### config.mk
export PLATFORM = sky130hd
export DESIGN_NAME = writeback_stage_reg
export DESIGN_NICKNAME = d
export VERILOG_FILES = /design/src/rtl/writeback_stage_reg.sv
export SDC_FILE = /design/constraint.sdc
export NUM_CORES = 1
export LEC_CHECK = 0
export BUFFER_PORTS_ARGS = -buffer_cell sky130_fd_sc_hd__clkbuf_2
export CORE_AREA = 2 2 153 117
export CTS_BUF_LIST = sky130_fd_sc_hd__clkbuf_8 sky130_fd_sc_hd__clkbuf_16
export CTS_CLUSTER_SIZE = 30
export DETAILED_ROUTE_END_ITERATION = 8
export DIE_AREA = 0 0 155 119
export PLACE_DENSITY = 0.84
export SLEW_MARGIN = 20
export SYNTH_ARGS = -nofsm -noshare
export SYNTH_HDL_FRONTEND = slang
export SYNTH_SLANG_ARGS = --single-unit
### constraint.sdc
create_clock -name clk -period 3.3 [get_ports clk]
set_input_delay 0.165 -clock clk [delete_from_list [all_inputs] [get_ports clk]]
set_output_delay 0.165 -clock clk [all_outputs]
set_load 0.1 [all_outputs]
### src/rtl/writeback_stage_reg.sv
// writeback_stage_reg
// M-to-W pipeline register for the pipelined Y86-64 core.
// Adds synchronous reset to a bubble, stall/bubble control, a sticky freeze
// once an exception status is captured in W, and saturating retire/bubble
// performance counters. All outputs come straight from flops.
//
// Per-edge priority, highest first: rst > frozen > W_bubble > W_stall > load.
//
// The two-state control FSM (RUN / FROZEN) is observable on the 'halted'
// output, which is driven directly from the state register.
module writeback_stage_reg #(
    parameter int              DATA_W    = 64,
    parameter int              REG_W     = 4,
    parameter int              STAT_W    = 3,
    parameter int              ICODE_W   = 4,
    parameter int              CNT_W     = 32,
    parameter logic [ICODE_W-1:0] NOP_ICODE = 4'h1,
    parameter logic [REG_W-1:0]   RNONE     = 4'hF,
    parameter logic [STAT_W-1:0]  STAT_AOK  = 3'd1,
    parameter logic [STAT_W-1:0]  STAT_BUB  = 3'd0
) (
    input  logic               clk,
    input  logic               rst,
    input  logic               W_stall,
    input  logic               W_bubble,
    input  logic [STAT_W-1:0]  m_stat,
    input  logic [ICODE_W-1:0] m_icode,
    input  logic [DATA_W-1:0]  m_valE,
    input  logic [DATA_W-1:0]  m_valM,
    input  logic [REG_W-1:0]   m_destE,
    input  logic [REG_W-1:0]   m_destM,
    output logic [STAT_W-1:0]  W_stat,
    output logic [ICODE_W-1:0] W_icode,
    output logic [DATA_W-1:0]  W_valE,
    output logic [DATA_W-1:0]  W_valM,
    output logic [REG_W-1:0]   W_destE,
    output logic [REG_W-1:0]   W_destM,
    output logic               W_valid,
    output logic               halted,
    output logic [CNT_W-1:0]   retire_cnt,
    output logic [CNT_W-1:0]   bubble_cnt
);

    typedef enum logic [0:0] {
        ST_RUN    = 1'b0,
        ST_FROZEN = 1'b1
    } state_t;

    localparam logic [CNT_W-1:0] CNT_ONE = {{(CNT_W-1){1'b0}}, 1'b1};
    localparam logic [CNT_W-1:0] CNT_MAX = {CNT_W{1'b1}};

    state_t               state_q, state_d;
    logic [STAT_W-1:0]    stat_q,  stat_d;
    logic [ICODE_W-1:0]   icode_q, icode_d;
    logic [DATA_W-1:0]    vale_q,  vale_d;
    logic [DATA_W-1:0]    valm_q,  valm_d;
    logic [REG_W-1:0]     deste_q, deste_d;
    logic [REG_W-1:0]     destm_q, destm_d;
    logic                 valid_q, valid_d;
    logic [CNT_W-1:0]     retire_q, retire_d;
    logic [CNT_W-1:0]     bubble_q, bubble_d;

    // Decoded properties of the incoming memory-stage status.
    logic m_is_aok;
    logic m_is_bub;
    logic m_is_exc;

    // Counters stick at all-ones instead of wrapping.
    function automatic logic [CNT_W-1:0] sat_inc(input logic [CNT_W-1:0] v);
        return (v == CNT_MAX) ? v : (v + CNT_ONE);
    endfunction

    // Classify the memory-stage status: anything not AOK or BUB is an exception.
    always_comb begin
        m_is_aok = (m_stat == STAT_AOK);
        m_is_bub = (m_stat == STAT_BUB);
        m_is_exc = !m_is_aok && !m_is_bub;
    end

    // Next-state and next-contents logic; every register holds by default.
    always_comb begin
        state_d  = state_q;
        stat_d   = stat_q;
        icode_d  = icode_q;
        vale_d   = vale_q;
        valm_d   = valm_q;
        deste_d  = deste_q;
        destm_d  = destm_q;
        valid_d  = valid_q;
        retire_d = retire_q;
        bubble_d = bubble_q;

        case (state_q)
            ST_FROZEN: begin
                // Exception captured: everything holds until rst.
                state_d = ST_FROZEN;
            end
            default: begin
                if (W_bubble) begin
                    // Bubble wins over stall.
                    stat_d   = STAT_BUB;
                    icode_d  = NOP_ICODE;
                    vale_d   = '0;
                    valm_d   = '0;
                    deste_d  = RNONE;
                    destm_d  = RNONE;
                    valid_d  = 1'b0;
                    bubble_d = sat_inc(bubble_q);
                end else if (W_stall) begin
                    // Hold everything (defaults already do this).
                    state_d = ST_RUN;
                end else begin
                    stat_d  = m_stat;
                    icode_d = m_icode;
                    vale_d  = m_valE;
                    valm_d  = m_valM;
                    deste_d = m_destE;
                    destm_d = m_destM;
                    valid_d = !m_is_bub;
                    if (m_is_aok) begin
                        retire_d = sat_inc(retire_q);
                    end
                    // The excepting instruction lands in W on the same edge
                    // that the freeze takes hold.
                    if (m_is_exc) begin
                        state_d = ST_FROZEN;
                    end
                end
            end
        endcase
    end

    // State and contents registers with synchronous reset to a bubble.
    always_ff @(posedge clk) begin
        if (rst) begin
            state_q  <= ST_RUN;
            stat_q   <= STAT_BUB;
            icode_q  <= NOP_ICODE;
            vale_q   <= '0;
            valm_q   <= '0;
            deste_q  <= RNONE;
            destm_q  <= RNONE;
            valid_q  <= 1'b0;
            retire_q <= '0;
            bubble_q <= '0;
        end else begin
            state_q  <= state_d;
            stat_q   <= stat_d;
            icode_q  <= icode_d;
            vale_q   <= vale_d;
            valm_q   <= valm_d;
            deste_q  <= deste_d;
            destm_q  <= destm_d;
            valid_q  <= valid_d;
            retire_q <= retire_d;
            bubble_q <= bubble_d;
        end
    end

    // Outputs are the register contents directly.
    always_comb begin
        W_stat     = stat_q;
        W_icode    = icode_q;
        W_valE     = vale_q;
        W_valM     = valm_q;
        W_destE    = deste_q;
        W_destM    = destm_q;
        W_valid    = valid_q;
        halted     = (state_q == ST_FROZEN);
        retire_cnt = retire_q;
        bubble_cnt = bubble_q;
    end

endmodule

==> results.sh <==
export IMPL_outcome="finished, final reports clean"
export IMPL_wire_per_inst_um=17.10
export IMPL_ff2ff_path_depth=6
export IMPL_synth_area_per_cell_um2=8.344
export IMPL_holdPathStages=4
export IMPL_setup_tns_ps=0
export IMPL_cts_root_buf="clkbuf_16"
export IMPL_syn_area_um2=8661
export IMPL_worst_path_max_fanout=13
export IMPL_clock_sinks=209
export IMPL_drt_iter0_markers=853
export IMPL_synth_top_area_frac=0.4831
export IMPL_grt_pass1_vias=8220
export IMPL_rr_endpoint="bubble_cnt[31]$_SDFFE_PP0P_"
export IMPL_core_um2=17180
export IMPL_numCtsBuffers=21
export IMPL_finalCriticalPeriod_ps=2371
export IMPL_synth_area_leaders="dfxtp_1 (48%), and3_1 (10%), a21oi_1 (9.7%), nor2_1 (7.8%), clkbuf_1 (3.1%)"
export IMPL_drt_met1_wl_um=11410
export IMPL_die_h_um=119
export IMPL_initial_core_util=0.5040
export IMPL_synth_nets=1187
export IMPL_antenna_found_initial=1
export IMPL_htreeDepth=1
export IMPL_antennaDiodeCount=0
export IMPL_drive_gt1_frac=0.3053
export IMPL_cap_violations=0
export IMPL_rsz0062_at_grt="false"
export IMPL_finalHoldViolCount=0
export IMPL_end_kind="register"
export IMPL_dieArea_um2=18450
export IMPL_finalWirelength_um=27120
export IMPL_clk_latency_ps=500
export IMPL_crit_path_top_delay_cell="a2111o_1"
export IMPL_grt_max_degree=101
export IMPL_cp_required_ps=3680
export IMPL_synth_edff_count=0
export IMPL_wl_met3_um=2557
export IMPL_clkTransAtPathRegs_ps=70
export IMPL_critPathTopFamily="simple AND/OR/NAND/NOR gates"
export IMPL_total_leakage_power_nw=5.363
export IMPL_worst_path_buf_inv=0
export IMPL_synth_flop_cell="dfxtp_1"
export IMPL_yosysTopAreaCell="dfxtp_1"
export IMPL_min_to="W_valE[15]$_SDFFE_PP0P_"
export IMPL_hold_ws_ps=12.99
export IMPL_layout_common_cells="clkbuf_2 (354), dfxtp_1 (209), nor2_1 (180)"
export IMPL_power_total_mw=6.225
export IMPL_p_per_area_nw_per_um2=553.3
export IMPL_crit_path_start_kind="register"
export IMPL_cts_tree="yes"
export IMPL_hold_path_class="primary input to register"
export IMPL_timing_rr_start="bubble_cnt[0]$_SDFFE_PP0P_"
export IMPL_final_max_slew_viol_count=0
export IMPL_die_w_um=155
export IMPL_crit_type="register to register"
export IMPL_clock_skew_ps=19.08
export IMPL_yosys_warnings=0
export IMPL_io_pins=356
export IMPL_worstMarginPinSlew_ps=1031
export IMPL_area_growth_pct=29.89
export IMPL_holdCritStartpoint="m_valE[15]"
export IMPL_setup_viol=0
export IMPL_crit_arrival_ps=2750
export IMPL_ant_nets=0
export IMPL_vdd_drop_max_uv=397.1
export IMPL_place_congestion=0.8438
export IMPL_met2WireLength_um=12470
export IMPL_final_common_cell="clkbuf_2"
export IMPL_syn_inst=1038
export IMPL_dr_pass1_iters=5
export IMPL_synth_seq_cells=209
export IMPL_vias=8905
export IMPL_drc=0
export IMPL_cts_buffer_depth=3
export IMPL_rows=42
export IMPL_yosysSeqAreaShare=0.4831
export IMPL_crit_chain="ha_1 > and4_1 > and4_4 > a2111o_1 > nor4_1 > mux2_2"
export IMPL_grt_pass1_wl_um=42150
export IMPL_viasPerCell=5.615
export IMPL_dp_hpwl_um=18810
export IMPL_overflow=0
export IMPL_r2r_slack_ps=930
export IMPL_layout_nets=1502
export IMPL_port_buffer_count=355
export IMPL_cp_slowest_stage_delay_ps=490
export IMPL_postCtsSetupRepairBufs=0
export IMPL_fin_crit_sh=0.7184
export IMPL_highest_layer="met5"
export IMPL_relSlewSlack=0.3128
export IMPL_ys_types=54
export IMPL_ys_async_sr_fraction=0
export IMPL_timing_fmax_mhz=421.8
export IMPL_grt_use_total=0.2796
-- cell families after synthesis --
kind of cell               synth area share
and+or+nand+nor                      0.2911
AOI/OAI and AO/OA                    0.1510
DFF                                  0.4831
buffers and inverters               0.04363
xor gates and xnor gates            0.02225
muxes                              0.006068
adders and majority gates          0.002889
-- synthesized netlist by cell type (all sizes together), types with 11 or more instances --
cell and n:
o21ai 25, xnor2 16, and4 13, and3 141
a21oi 168, nand3 18, clkbuf 72, buf 11
nor3 16, or3 17, or4 12, nand4 23
nor2 180, nand2 29, dfxtp 209
-- layer usage --
layer	vias to the layer above	global-route usage
met5	-	0
met4	2	0.07407
met3	48	0.08333
met2	365	0.4497
met1	4187	0.3675
li1	4303	-
-- worst reg2reg max path, cell delays in order (launching register included) --
cell	delay, ps
dfxtp_1	340
ha_1	230
and4_1	290
and4_4	270
a2111o_1	500
nor4_1	260
mux2_2	370
-- how the worst max path moves through the flow --
stage                                     startpoint                          end  slack [ps]  cells after the start
after floorplan           bubble_cnt[0]$_SDFFE_PP0P_  bubble_cnt[31]$_SDFFE_PP0P_         600                      7
after global placement    bubble_cnt[0]$_SDFFE_PP0P_  bubble_cnt[31]$_SDFFE_PP0P_        1040                      6
after detailed placement  bubble_cnt[0]$_SDFFE_PP0P_  bubble_cnt[31]$_SDFFE_PP0P_         970                      6
after CTS                 bubble_cnt[0]$_SDFFE_PP0P_  bubble_cnt[31]$_SDFFE_PP0P_         960                      6
after global routing      bubble_cnt[0]$_SDFFE_PP0P_  bubble_cnt[31]$_SDFFE_PP0P_         810                      6
final                     bubble_cnt[0]$_SDFFE_PP0P_  bubble_cnt[31]$_SDFFE_PP0P_         930                      6
-- cell type report --
class | count | area [um^2]
Multi-Input combinational cell | 737 | 4118
Fill cell | 1455 | 5934
Tap cell | 220 | 275.3
Clock inverter | 13 | 115.1
Sequential cell | 209 | 4184
Timing Repair Buffer | 375 | 1971
Inverter | 9 | 33.78
Clock buffer | 23 | 553.0
-- power breakdown --
group          switching (mW)  internal (mW)
sequential             0.0535           2.61
clock                   0.986           1.36
combinational           0.967          0.245
-- per-stage QoR --
stage,utilization,instances,worst slack [ps],instance area (um^2)
after CTS,0.6547,1586,955.4,11250
after detailed placement,0.6099,1540,967.8,10480
after global placement,0.6099,1540,1038,10480
after floorplan,-,1038,595.3,8661
after global routing,0.6547,1586,813.1,11250
final,0.6547,1586,929.4,11250
-- flip-flops by register name, summed over array words and instances, names as in the netlist --
signal,count
retire_cnt,32
W_valE,64
W_destE,4
bubble_cnt,32
W_stat,3
W_destM,4
W_icode,4
W_valM,64
W_valid,1
halted,1
-- repair_timing --
action | 4_1_cts | 5_1_grt
setup endpoints to repair | 0 | 0
hold endpoints to repair | 17 | 0
hold buffers | 10 | 0
resized for setup | 0 | 0
(Power assumes the default switching activity.)
